===== config.mk =====
export PLATFORM = sky130hd
export DESIGN_NAME = mux_reg_nto1
export DESIGN_NICKNAME = d
export VERILOG_FILES = /design/src/rtl/mux_reg_nto1_pkg.sv /design/src/rtl/mux_reg_nto1_comb.sv /design/src/rtl/mux_reg_nto1.sv
export SDC_FILE = /design/constraint.sdc
export NUM_CORES = 1
export LEC_CHECK = 0
export CORE_MARGIN = 10
export CORE_UTILIZATION = 40
export DETAILED_ROUTE_END_ITERATION = 10
export DONT_BUFFER_PORTS = 1
export PLACE_DENSITY_LB_ADDON = 0.08
export SLEW_MARGIN = 25
export SYNTH_ARGS = -nofsm -noshare
export SYNTH_HDL_FRONTEND = slang
export SYNTH_SLANG_ARGS = --single-unit

===== constraint.sdc =====
create_clock -name clk -period 5 [get_ports clk]
set_input_delay 1.25 -clock clk [delete_from_list [all_inputs] [get_ports clk]]
set_output_delay 1.25 -clock clk [all_outputs]
set_load 0.01 [all_outputs]

===== src/rtl/mux_reg_nto1_pkg.sv =====
// -----------------------------------------------------------------------------
// mux_pkg
//   Shared constants and helpers for the registered N:1 selector.
//   DEFAULT_WIDTH : default data width of each input and of the output
//   MAX_NUM_IN    : largest supported number of selectable inputs
//   MAX_WIDTH     : largest supported data width (bounds the slice helper)
//   get_slice()   : extracts slice k of a given width from a packed bus
// -----------------------------------------------------------------------------
package mux_pkg;

  localparam int DEFAULT_WIDTH = 32;
  localparam int MAX_NUM_IN    = 16;
  localparam int MAX_WIDTH     = 256;
  localparam int MAX_BUS_W     = MAX_NUM_IN * MAX_WIDTH;

  // Returns bits [k*width +: width] of bus, zero-extended to MAX_WIDTH.
  // Callers zero-extend their own bus to MAX_BUS_W and keep the low bits.
  function automatic logic [MAX_WIDTH-1:0] get_slice(
    input logic [MAX_BUS_W-1:0] bus,
    input int unsigned          k,
    input int unsigned          width
  );
    logic [MAX_WIDTH-1:0] mask;
    mask = ~({MAX_WIDTH{1'b1}} << width);
    return MAX_WIDTH'(bus >> (k * width)) & mask;
  endfunction

endpackage


===== src/rtl/mux_reg_nto1_comb.sv =====
// -----------------------------------------------------------------------------
// mux_nto1_comb
//   Purely combinational N:1 selector. An out-of-range select yields all-zero
//   data and raises sel_oor so the storage logic can flag the error.
//   Ports:
//     in_flat  [NUM_IN*WIDTH] packed inputs, input k at [k*WIDTH +: WIDTH]
//     sel      [SEL_W]        input select
//     data     [WIDTH]        selected input, or zero when sel >= NUM_IN
//     sel_oor  [1]            sel >= NUM_IN
// -----------------------------------------------------------------------------
module mux_nto1_comb
  import mux_pkg::*;
#(
  parameter int WIDTH  = DEFAULT_WIDTH,
  parameter int NUM_IN = 4,
  parameter int SEL_W  = $clog2(NUM_IN)
) (
  input  logic [NUM_IN*WIDTH-1:0] in_flat,
  input  logic [SEL_W-1:0]        sel,
  output logic [WIDTH-1:0]        data,
  output logic                    sel_oor
);

  if (NUM_IN < 2 || NUM_IN > MAX_NUM_IN) begin : g_bad_num_in
    $error("mux_nto1_comb: NUM_IN=%0d outside 2..%0d", NUM_IN, MAX_NUM_IN);
  end
  if (WIDTH < 1 || WIDTH > MAX_WIDTH) begin : g_bad_width
    $error("mux_nto1_comb: WIDTH=%0d outside 1..%0d", WIDTH, MAX_WIDTH);
  end

  logic [MAX_BUS_W-1:0] bus_ext;
  logic [MAX_WIDTH-1:0] slice_ext [NUM_IN];
  logic                 unused_hi;

  assign bus_ext = MAX_BUS_W'(in_flat);

  for (genvar k = 0; k < NUM_IN; k++) begin : g_slice
    assign slice_ext[k] = get_slice(bus_ext, k, WIDTH);
  end

  // Upper bits of each extended slice are always zero; fold them away.
  always_comb begin
    unused_hi = 1'b0;
    for (int k = 0; k < NUM_IN; k++) begin
      unused_hi = unused_hi ^ (^slice_ext[k]);
    end
  end

  assign sel_oor = 32'(sel) >= 32'(NUM_IN);

  // Default of zero covers every select value that matches no input.
  always_comb begin
    data = '0;
    for (int k = 0; k < NUM_IN; k++) begin
      if (sel == SEL_W'(k)) begin
        data = slice_ext[k][WIDTH-1:0];
      end
    end
  end

endmodule


===== src/rtl/mux_reg_nto1.sv =====
// -----------------------------------------------------------------------------
// mux_reg_nto1
//   Registered N:1 selector with a 2-entry skid buffer on a valid/ready stream.
//   The main register drives the output; the skid register absorbs one word
//   when the output stalls, so in_ready depends only on registered state.
//   Ports:
//     clk        clock, rising edge
//     rst_n      asynchronous active-low reset
//     in_flat    packed inputs, input k at [k*WIDTH +: WIDTH]
//     sel        input select, sampled on accept
//     in_valid   upstream word present
//     in_ready   stage can accept (skid empty)
//     out_data   registered selected data
//     out_valid  out_data holds a word
//     out_ready  downstream accepts out_data
//     flush      discard all held words and any same-cycle accept
//     sel_err    sticky: an out-of-range select was accepted
//     err_clr    clear sel_err (a same-cycle set wins)
// -----------------------------------------------------------------------------
module mux_reg_nto1
  import mux_pkg::*;
#(
  parameter int WIDTH  = DEFAULT_WIDTH,
  parameter int NUM_IN = 4,
  parameter int SEL_W  = $clog2(NUM_IN)
) (
  input  logic                    clk,
  input  logic                    rst_n,
  input  logic [NUM_IN*WIDTH-1:0] in_flat,
  input  logic [SEL_W-1:0]        sel,
  input  logic                    in_valid,
  output logic                    in_ready,
  output logic [WIDTH-1:0]        out_data,
  output logic                    out_valid,
  input  logic                    out_ready,
  input  logic                    flush,
  output logic                    sel_err,
  input  logic                    err_clr
);

  if (NUM_IN < 2 || NUM_IN > MAX_NUM_IN) begin : g_bad_num_in
    $error("mux_reg_nto1: NUM_IN=%0d outside 2..%0d", NUM_IN, MAX_NUM_IN);
  end
  if (SEL_W < $clog2(NUM_IN)) begin : g_bad_sel_w
    $error("mux_reg_nto1: SEL_W=%0d too narrow for NUM_IN=%0d", SEL_W, NUM_IN);
  end

  logic [WIDTH-1:0] sel_data;
  logic             sel_oor;

  logic [WIDTH-1:0] main_data;
  logic             main_valid;
  logic [WIDTH-1:0] skid_data;
  logic             skid_valid;

  logic accept;
  logic drain;
  logic load_main_in;
  logic load_main_skid;
  logic load_skid;

  mux_nto1_comb #(
    .WIDTH  (WIDTH),
    .NUM_IN (NUM_IN),
    .SEL_W  (SEL_W)
  ) u_sel (
    .in_flat (in_flat),
    .sel     (sel),
    .data    (sel_data),
    .sel_oor (sel_oor)
  );

  assign in_ready  = !skid_valid;
  assign out_valid = main_valid;
  assign out_data  = main_data;

  assign accept = in_valid && in_ready;
  assign drain  = main_valid && out_ready;

  // With skid full, in_ready is low, so an accept and a skid refill can
  // never coincide; the skid word simply moves up on drain.
  assign load_main_in   = !flush && accept && (!main_valid || drain);
  assign load_main_skid = !flush && skid_valid && drain;
  assign load_skid      = !flush && accept && main_valid && !drain;

  always_ff @(posedge clk or negedge rst_n) begin
    if (!rst_n) begin
      main_valid <= 1'b0;
      skid_valid <= 1'b0;
    end else if (flush) begin
      main_valid <= 1'b0;
      skid_valid <= 1'b0;
    end else begin
      if (load_main_in || load_main_skid) begin
        main_valid <= 1'b1;
      end else if (drain) begin
        main_valid <= 1'b0;
      end
      if (load_skid) begin
        skid_valid <= 1'b1;
      end else if (load_main_skid) begin
        skid_valid <= 1'b0;
      end
    end
  end

  always_ff @(posedge clk or negedge rst_n) begin
    if (!rst_n) begin
      main_data <= '0;
    end else if (load_main_skid) begin
      main_data <= skid_data;
    end else if (load_main_in) begin
      main_data <= sel_data;
    end
  end

  always_ff @(posedge clk or negedge rst_n) begin
    if (!rst_n) begin
      skid_data <= '0;
    end else if (load_skid) begin
      skid_data <= sel_data;
    end
  end

  // A flushed accept is discarded entirely, including its error report.
  always_ff @(posedge clk or negedge rst_n) begin
    if (!rst_n) begin
      sel_err <= 1'b0;
    end else if (accept && sel_oor && !flush) begin
      sel_err <= 1'b1;
    end else if (err_clr) begin
      sel_err <= 1'b0;
    end
  end

endmodule


==> parameters.txt, run 1 <==
Parameter                              Value

Run status
  Status    finished clean

Critical path
  Critical-path cell list    and4b_2 -> a21oi_4 -> a221o_1
  Startpoint of the worst register-to-register path    out_valid
  Kind of cell adding the most delay to the critical path    compound AO/OA/AOI/OAI gates
  Worst path arrival time    2770 ps
  Nature of the critical path endpoint    flip-flop
  Crit path from    flush
  Path type of the worst setup path    primary input to flip-flop
  Critical path buffer and inverter count    0
  Worst Path Max Fanout    33
  Sort of element at the start of the critical path    primary input
  Delay contributed by the slowest stage of the critical path    800 ps
  Cell type of the slowest stage on the worst timing path    a21oi_4
  Required time of the worst setup path    5260 ps

Clock network
  Maximum clock insertion buffer count    2
  Max H-tree Level    3
  Clock net sink count    66
  TritonCTS clock tree    done
  Number of cells upsized or downsized after cts    0
  Clk root buf    clkbuf_8
  Number of clock buffers inserted by TritonCTS    9
  Post-CTS Setup Repair Bufs    0
  Clock transition at path regs    70 ps
  Total of hold buffers inserted after clock tree synthesis    0
  Clock network latency to the later pin of the worst-skew pair    330 ps

Drt
  1st-pass router iterations    5
  Number of remaining DRC errors    0
  Routed vias/inst    6.29
  Final wirelength    9590 um
  Routed wire per std cell    28.7 um
  Total vias in the final route    2100
  Post-route ant nets    0
  Iteration-0 DRC count of the detailed router    119

Synthesis
  Fraction of synthesized cell area taken by the top area cell type    45.2%
  Post-Syn Instances    229
  Synth top cells by count    dfrtp_1 (66), a221o_1 (32), and2_1 (31), mux4_2 (31), mux2_4 (30)
  Async set or reset register ratio after synthesis    100%
  Cell type with the highest aggregate area in the netlist    dfrtp_1
  Number of synthesized flops with an enable pin    0
  Sequential element share of the synthesized area    45.2%
  Net Count, Synth    365
  Count of warnings emitted by yosys    0
  Flip-flop cell with the highest count after synthesis    dfrtp_1
  Register bit count reported by yosys    66
  Distinct cell type count of the synthesized netlist    26
  Mean area per synthesized cell    16.0 um^2
  Most common cell in the synthesized netlist    dfrtp_1
  Post-synth design cell area    3650 um^2
  Cell types occupying the most area after synthesis    dfrtp_1 (45%), mux4_2 (19%), mux2_4 (12%), a221o_1 (8.8%), and2_1 (5.3%)

Timing
  Clock Skews    11.3 ps
  Number of pins with negative max-slew slack in the final report    0
  Clock period minus final worst setup slack    2510 ps
  Transition time at the pin with the least slew margin    940 ps
  Worst slew margin relative to its limit    37.2%
  Setup slack of the critical path after layout    2490 ps
  Final Hold Fails    0
  Accumulated negative setup slack    0 ps
  Unrepaired setup endpoints after global routing    false
  Count of endpoints failing setup in the final report    0
  Maximum frequency from static timing analysis    0.398 GHz
  Share of the clock period used by the worst path after layout    50.3%

Power
  Power density cells    386 nW/um^2
  Total Power    0.00148 W
  Leakage    1.59 nW
  IR drop worst, VDD    0.127 mV

Place
  Count of input and output buffers    0
  Worst setup slack before clock tree synthesis    2090 ps
  Weighted congestion reported at the end of routability-driven placement    0.729
  Hpwl dp    6800 um

Floorplanning
  Core ar.    8810 um^2
  Ports placed on the boundary    171
  Overall die width    116 um
  Number of standard-cell rows in the floorplan    34
  Die Y    116 um
  Die Footprint    13400 um^2
  Initial Utilization    41.5%

Layout
  Fraction of the core area covered by cells at the end of the flow    43.5%
  Final #Nets    357
  Antenna diodes    0
  P&R area growth vs syn    4.79%
  Number of fillers in the final layout    756
  Share of post-route cells with drive strength above 1    37.6%

Global routing
  Initial antenna violation count    0
  Maximum number of pins on one net before global-route repair    67
  Overflow left after global routing    0
  Overall track demand over capacity in global routing    14.4%
  Global-route wire length before repair    14700 um
  Vias in the first global route    2557

Min path
  Worst hold path type    flip-flop to flip-flop
  Hold path startpoint    skid_data[7]

Run
  # Max-Cap Violations    0
worst paths after layout:
kind | end | slack, ps | cells past startpoint
worst max-delay path | out_data[23] | 2490 | 3
worst max register to register | out_data[23] | 2870 | 3
worst min-delay path | skid_data[7] | 500 | 1
worst min register to register | skid_data[7] | 500 | 1
min in group asynchronous | out_data[5] | 610 | 0
max in group asynchronous | skid_data[15] | 4280 | 0
area by class of cell:
class,instances,area [um^2],area share (%)
Clock buffer,10,128,3.33
Clock inverter,6,57.6,1.50
Inverter,2,7.51,0.196
Multi-Input combinational cell,140,1830,47.9
Sequential cell,66,1650,43.1
Tap cell,108,135,3.53
Timing Repair Buffer,2,15.0,0.392
layer usage:
layer	up-vias	GRT usage [%]	share of wire, %
met4	0	4.31	0.94
met2	109	24.2	50
met1	1091	14.8	35
li1	895	-	-
met5	-	0	0
met3	5	8.42	14
logic make-up after synthesis:
| group | synth area share [%] |
|---|---|
| DFF | 45.2 |
| muxes | 32.8 |
| and+or+nand+nor | 7.47 |
| AOI/OAI and AO/OA | 9.62 |
| buffers and inverters | 4.83 |
| other | 0.103 |
power by group:
group	leakage (nW)	total [W]	internal [W]	switching, W
Sequential	0.817	0.000784	0.000670	0.000115
Combinational	0.675	0.000265	0.000194	0.0000708
Clock	0.0958	0.000428	0.000227	0.000201
placed cells by master, fill, tap and decap left out, types with 2 or more instances in the layout:
master,n
mux4_2,31
clkbuf_8,9
dfrtp_1,66
and2_1,32
buf_4,2
clkinv_2,4
inv_1,2
a21oi_1,2
mux2_2,2
a221o_1,32
mux2_4,30
sequential cells by signal (all words and copies together), names as in the netlist:
register    cells
out_data       32
out_valid       1
skid_data      32
skid_valid      1
metrics by stage:
stage / cells / hold slack [ps] / area, um^2
after floorplan: 229 / 472 / 3650
after detailed placement: 318 / 487 / 3640
after global routing: 334 / 521 / 3830
final: 334 / 501 / 3830
after global placement: 318 / 483 / 3640
after CTS: 334 / 503 / 3830
Note: power is estimated with default switching activity, not from simulation.
==> run 2, diff against run 1 <==
clock period = 2.4 ns   (was 5 ns; I/O delays follow)
==> parameters.txt, run 2 (synthesis gave the netlist of run 1 again) <==
Parameter                              Value

Run status
  Status    finished clean

Timing
  Clock period minus final worst setup slack    1880 ps
  Unrepaired setup endpoints after global routing    false
  Transition time at the pin with the least slew margin    978 ps (+37.6 ps)
  Final Hold Fails    0 (unchanged)
  Worst slew margin relative to its limit    34.7% (-2.5 points)
  Worst hold slack    135 ps (-367 ps)
  Clock Skews    13.3 ps (+1.98 ps)
  Accumulated negative setup slack    0 ps (unchanged)
  Count of endpoints failing setup in the final report    0 (unchanged)
  Maximum frequency from static timing analysis    0.533 GHz
  Share of the clock period used by the worst path after layout    78.2%
  Number of pins with negative max-slew slack in the final report    0 (unchanged)

Layout
  Area taken by flip-flops and latches    1650 um^2 (unchanged)
  Fraction of the core area covered by cells at the end of the flow    44.4% (+0.92 points)
  Antenna diodes    0 (unchanged)
  Final #Nets    361 (+1.1%)
  Area of combinational cells with multiple inputs    1830 um^2 (about the same)
  Most common cell after layout, fill and taps aside    dfrtp_1
  P&R area growth vs syn    7.02%
  Share of post-route cells with drive strength above 1    38.7% (+1.1 points)
  Number of fillers in the final layout    766 (+1.3%)
  Top library cells by usage in the layout, fill and taps aside    dfrtp_1 (66), a221o_1 (32), and2_1 (32)

Power
  Sequential share of power    50.4% (-2.7 points)
  Clock network fraction of total power    31.7% (+2.7 points)
  Fraction of power spent switching nets    26.4% (+0.25 points)
  Total net switching power    0.000857 W (+120%)
  Leakage    1.63 nW (+2.4%)
  IR drop worst, VDD    0.318 mV (+150%)
  Power density cells    830 nW/um^2 (+120%)
  Internal power summed over all cells    0.00239 W (+120%)
  Portion of total power attributed to combinational logic    18.0% (about the same)

Critical path
  Register-to-register setup slack    520 ps (-2350 ps)
  Nature of the critical path endpoint    flip-flop
  Path type of the worst setup path    flip-flop to flip-flop
  Cell type of the slowest stage on the worst timing path    a21oi_4
  Worst Path Max Fanout    32 (-3.0%)
  Startpoint of the worst register-to-register path    out_valid
  Critical-path cell list    and4b_1 -> a21oi_4 -> a221o_1
  Kind of cell adding the most delay to the critical path    compound AO/OA/AOI/OAI gates
  Critical register-to-register path endpoint    out_data[19]
  Critical path buffer and inverter count    0 (unchanged)
  Crit path from    out_valid
  Required time of the worst setup path    2670 ps (-2590 ps)
  Sort of element at the start of the critical path    flip-flop
  Delay contributed by the slowest stage of the critical path    750 ps (-50 ps)
  Worst path arrival time    2150 ps (-620 ps)
  Number of cells on the worst reg-to-reg path    3 (unchanged)

Drt
  Iteration-0 DRC count of the detailed router    110 (-7.6%)
  Routed wire per std cell    29.1 um (+1.3%)
  1st-pass router iterations    4 (-1)
  Routed vias/inst    6.48 (+3.1%)
  Post-route ant nets    0 (unchanged)
  Number of remaining DRC errors    0 (unchanged)
  Total vias in the final route    2191 (+4.3%)
  Final wirelength    9820 um (+2.5%)

Clock network
  Max H-tree Level    3 (unchanged)
  Clock net sink count    66 (unchanged)
  Post-CTS Setup Repair Bufs    0 (unchanged)
  Clock network latency to the later pin of the worst-skew pair    340 ps (about the same)
  Clock transition at path regs    80 ps (about the same)
  Number of clock buffers inserted by TritonCTS    9 (unchanged)
  TritonCTS clock tree    done
  Clk root buf    clkbuf_8
  Maximum clock insertion buffer count    2 (unchanged)

Floorplanning
  Core ar.    8810 um^2 (unchanged)
  Ports placed on the boundary    171 (unchanged)
  Die Y    116 um (unchanged)
  Number of standard-cell rows in the floorplan    34 (unchanged)
  Die Footprint    13400 um^2 (unchanged)
  Initial Utilization    41.5% (unchanged)
  Overall die width    116 um (unchanged)

Global routing
  Met2 layer usage reported by global route    24.2% (unchanged)
  Top Usage Layer GRT    met2
  Global Route met1 Usage    15.2% (+0.35 points)
  Met3 Track Usage GR    8.01% (-0.41 points)
  Maximum number of pins on one net before global-route repair    67 (unchanged)
  Global-route wire length before repair    14800 um (+0.99%)
  Overflow left after global routing    0 (unchanged)
  Vias in the first global route    2571 (+0.55%)
  Initial antenna violation count    0 (unchanged)
  Overall track demand over capacity in global routing    14.5% (+0.18 points)

Run
  # Max-Cap Violations    0 (unchanged)

Place
  Weighted congestion reported at the end of routability-driven placement    0.725 (-0.58%)
  Hpwl dp    7040 um (+3.5%)
  Count of input and output buffers    0 (unchanged)

Min path
  Worst hold path type    primary input to asynchronous set/reset pin
run 2: area by class of cell:
| cell class | count | share of cell area, % |
|---|---|---|
| Clock buffer | 9 | 3.17 |
| Clock inverter | 7 | 2.40 |
| Inverter | 2 | 0.192 |
| Multi-Input combinational cell | 140 | 46.9 |
| Sequential cell | 66 | 42.2 |
| Tap cell | 108 | 3.46 |
| Timing Repair Buffer | 6 | 1.66 |
run 2: per-layer routing:
metal	part of all wire, %	vias to the layer above
met3	14	10
met5	0	-
li1	-	899
met1	34	1158
met4	1.4	0
met2	50	124
run 2: timing repair:
item / in CTS / in global routing
gates resized for setup: 0 / 0
endpoints found under the hold margin: 66 / 0
endpoints found under the setup margin: 0 / 0
hold buffers: 1 / 0
run 2: worst reg2reg max path, cell delays in order, from the launching register on:
cell and delay [ps]:
dfrtp_1 480, and4b_1 280, a21oi_4 750, a221o_1 300
run 2: power groups by stage:
stage | clock network [W] | logic, W | registers [W]
floorplan | 0 | 0.000531 | 0.00158
global route | 0.00111 | 0.000628 | 0.00167
global placement | 0 | 0.000537 | 0.00164
finish | 0.00103 | 0.000583 | 0.00164
CTS | 0.00105 | 0.000590 | 0.00164
detailed placement | 0 | 0.000557 | 0.00166
run 2: worst max path at each step:
stage / endpoint / depth (start not counted)
floorplan: out_data[3] / 4
global placement: out_data[18] / 3
detailed placement: out_data[16] / 3
CTS: out_data[19] / 3
global route: out_data[19] / 3
finish: out_data[19] / 3
run 2: per-stage QoR:
step	cells	power (W)	worst slack, ps	instance area [um^2]
6_report	338	0.00325	522	3910
5_1_grt	338	0.00341	407	3910
4_1_cts	338	0.00328	507	3910
3_5_place_dp	321	0.00221	420	3660
3_3_place_gp	321	0.00218	429	3660
2_1_floorplan	229	0.00211	621	3650
==> run 3, diff against run 2 <==
clock period = 1.5 ns   (was 2.4 ns; I/O delays follow)
==> parameters.txt, run 3 (synthesis gave the netlist of run 1 again) <==
Parameter                              Value

Clock network
  Maximum clock insertion buffer count    2 (unchanged)
  Clock net sink count    66 (unchanged)
  Max H-tree Level    3 (unchanged)
  Number of clock buffers inserted by TritonCTS    9 (unchanged)
  Clk root buf    clkbuf_8
  Clock transition at path regs    70 ps (about the same)
  Clock network latency to the later pin of the worst-skew pair    340 ps (about the same)
  TritonCTS clock tree    done

Drt
  Total vias in the final route    2236 (+2.1%)
  Number of remaining DRC errors    0 (unchanged)
  Iteration-0 DRC count of the detailed router    98 (-11%)
  1st-pass router iterations    4 (unchanged)
  Final wirelength    10900 um (+11%)
  Routed wire per std cell    30.6 um (+5.2%)
  Routed vias/inst    6.28 (-3.1%)
  Post-route ant nets    0 (unchanged)

Floorplanning
  Die Footprint    13400 um^2 (unchanged)
  Initial Utilization    41.5% (unchanged)
  Number of standard-cell rows in the floorplan    34 (unchanged)
  Overall die width    116 um (unchanged)
  Core ar.    8810 um^2 (unchanged)
  Ports placed on the boundary    171 (unchanged)
  Die Y    116 um (unchanged)

Layout
  Share of post-route cells with drive strength above 1    44.4% (+5.7 points)
  Area of combinational cells with multiple inputs    1890 um^2 (+3.1%)
  Area taken by flip-flops and latches    1650 um^2 (about the same)
  Top library cells by usage in the layout, fill and taps aside    dfrtp_1 (65), a221o_1 (32), mux2_4 (32)
  Number of fillers in the final layout    747 (-2.5%)
  Number of standard cells in the final layout excluding fillers    356 (+5.3%)
  Antenna diodes    0 (unchanged)
  Final instance area    4200 um^2 (+7.4%)
  Final #Nets    379 (+5.0%)
  P&R area growth vs syn    14.9%
  Most common cell after layout, fill and taps aside    dfrtp_1

Timing
  Final Hold Fails    66 (+66)
  Setup slack of the critical path after layout    -157 ps (-679 ps)
  Clock period minus final worst setup slack    1660 ps (-221 ps)
  Unrepaired setup endpoints after global routing    true
  Maximum frequency from static timing analysis    0.603 GHz (+13%)
  Accumulated negative setup slack    -8190 ps (-8190 ps)
  Clock Skews    9.07 ps (-4.20 ps)
  Number of pins with negative max-slew slack in the final report    0 (unchanged)
  Count of endpoints failing setup in the final report    64 (+64)
  Share of the clock period used by the worst path after layout    110% (+32 points)
  Worst hold slack    -276 ps (-411 ps)

Critical path
  Required time of the worst setup path    1720 ps (-950 ps)
  Nature of the critical path endpoint    flip-flop
  Crit path from    skid_valid
  Worst path arrival time    1880 ps (-270 ps)
  Worst Path Max Fanout    8 (-75%)
  Sort of element at the start of the critical path    flip-flop
  Startpoint of the worst register-to-register path    skid_valid
  Path type of the worst setup path    flip-flop to flip-flop

Global routing
  Overflow left after global routing    0 (unchanged)
  Maximum number of pins on one net before global-route repair    67 (unchanged)
  Overall track demand over capacity in global routing    15.9% (+1.4 points)
  Vias in the first global route    2643 (+2.8%)
  Initial antenna violation count    0 (unchanged)
  Global-route wire length before repair    15800 um (+6.8%)

Power
  Leakage    1.77 nW (+8.7%)
  Power density cells    1270 nW/um^2 (+53%)
  IR drop worst, VDD    0.731 mV (+130%)
  Total Power    0.00532 W (+64%)

Run
  # Max-Cap Violations    0 (unchanged)

Place
  Placed cell count    324 (+0.93%)
  Worst setup slack before clock tree synthesis    -290 ps (-710 ps)
  Hpwl dp    6800 um (-3.3%)
  Count of input and output buffers    0 (unchanged)
  Instance area after placement    3700 um^2 (+0.96%)
  Weighted congestion reported at the end of routability-driven placement    0.714 (-1.6%)

Run status
  Status    finished with violations
  Failing checks    hold timing, setup timing

Min path
  Worst hold path type    primary input to asynchronous set/reset pin
-- run 3: power breakdown --
group / internal (W) / switching (W)
Combinational: 0.000722 / 0.000274
Clock: 0.00103 / 0.000687
Sequential: 0.00223 / 0.000380
Total: 0.00398 / 0.00134
-- run 3: path summary, 6_finish.rpt --
path                       cells after the start  slack (ps)       endpoint
setup / recovery                               5        -160   skid_data[2]
setup reg to reg                               5        -160   skid_data[2]
min in group clk                               1          90      out_valid
max in group asynchronous                      0        1660  skid_data[19]
hold reg to reg                                1         500   skid_data[9]
hold / removal                                 0        -280     skid_valid
-- run 3: per-stage QoR --
step	hold slack [ps]	utilization, %
after global placement	82.5	42.0
after CTS	-297	46.9
after floorplan	79.4	-
after global routing	-307	47.7
after detailed placement	83.6	42.0
final	-276	47.7
-- run 3: what timing repair did --
item / CTS / global route
setup buffers: 7 / 2
endpoints found under the hold margin: 66 / 66
pin swaps: 8 / 0
cloned: 5 / 2
endpoints found under the setup margin: 64 / 64
resized for setup: 20 / 2
-- run 3: final cells by class --
cell class / count / share of cell area, %
Clock buffer: 12 / 3.69
Clock inverter: 4 / 1.76
Inverter: 2 / 0.179
Multi-Input combinational cell: 142 / 45.0
Sequential cell: 66 / 39.4
Tap cell: 108 / 3.22
Timing Repair Buffer: 22 / 6.76
-- run 3: metal layers --
metal | vias up | part of all wire [%] | wire (um) | track usage (%)
met3 | 20 | 12 | 1260 | 8.58
met4 | 0 | 2.0 | 223 | 5.74
met2 | 110 | 50 | 5410 | 26.0
met5 | - | 0 | 0 | 0
met1 | 1161 | 37 | 4000 | 17.2
li1 | 945 | - | - | -
-- run 3: critical path, stage by stage (launching register included) --
cell,delay (ps)
dfrtp_1,410
nand2b_4,160
nor4b_4,270
buf_4,210
buf_8,170
mux2_4,310
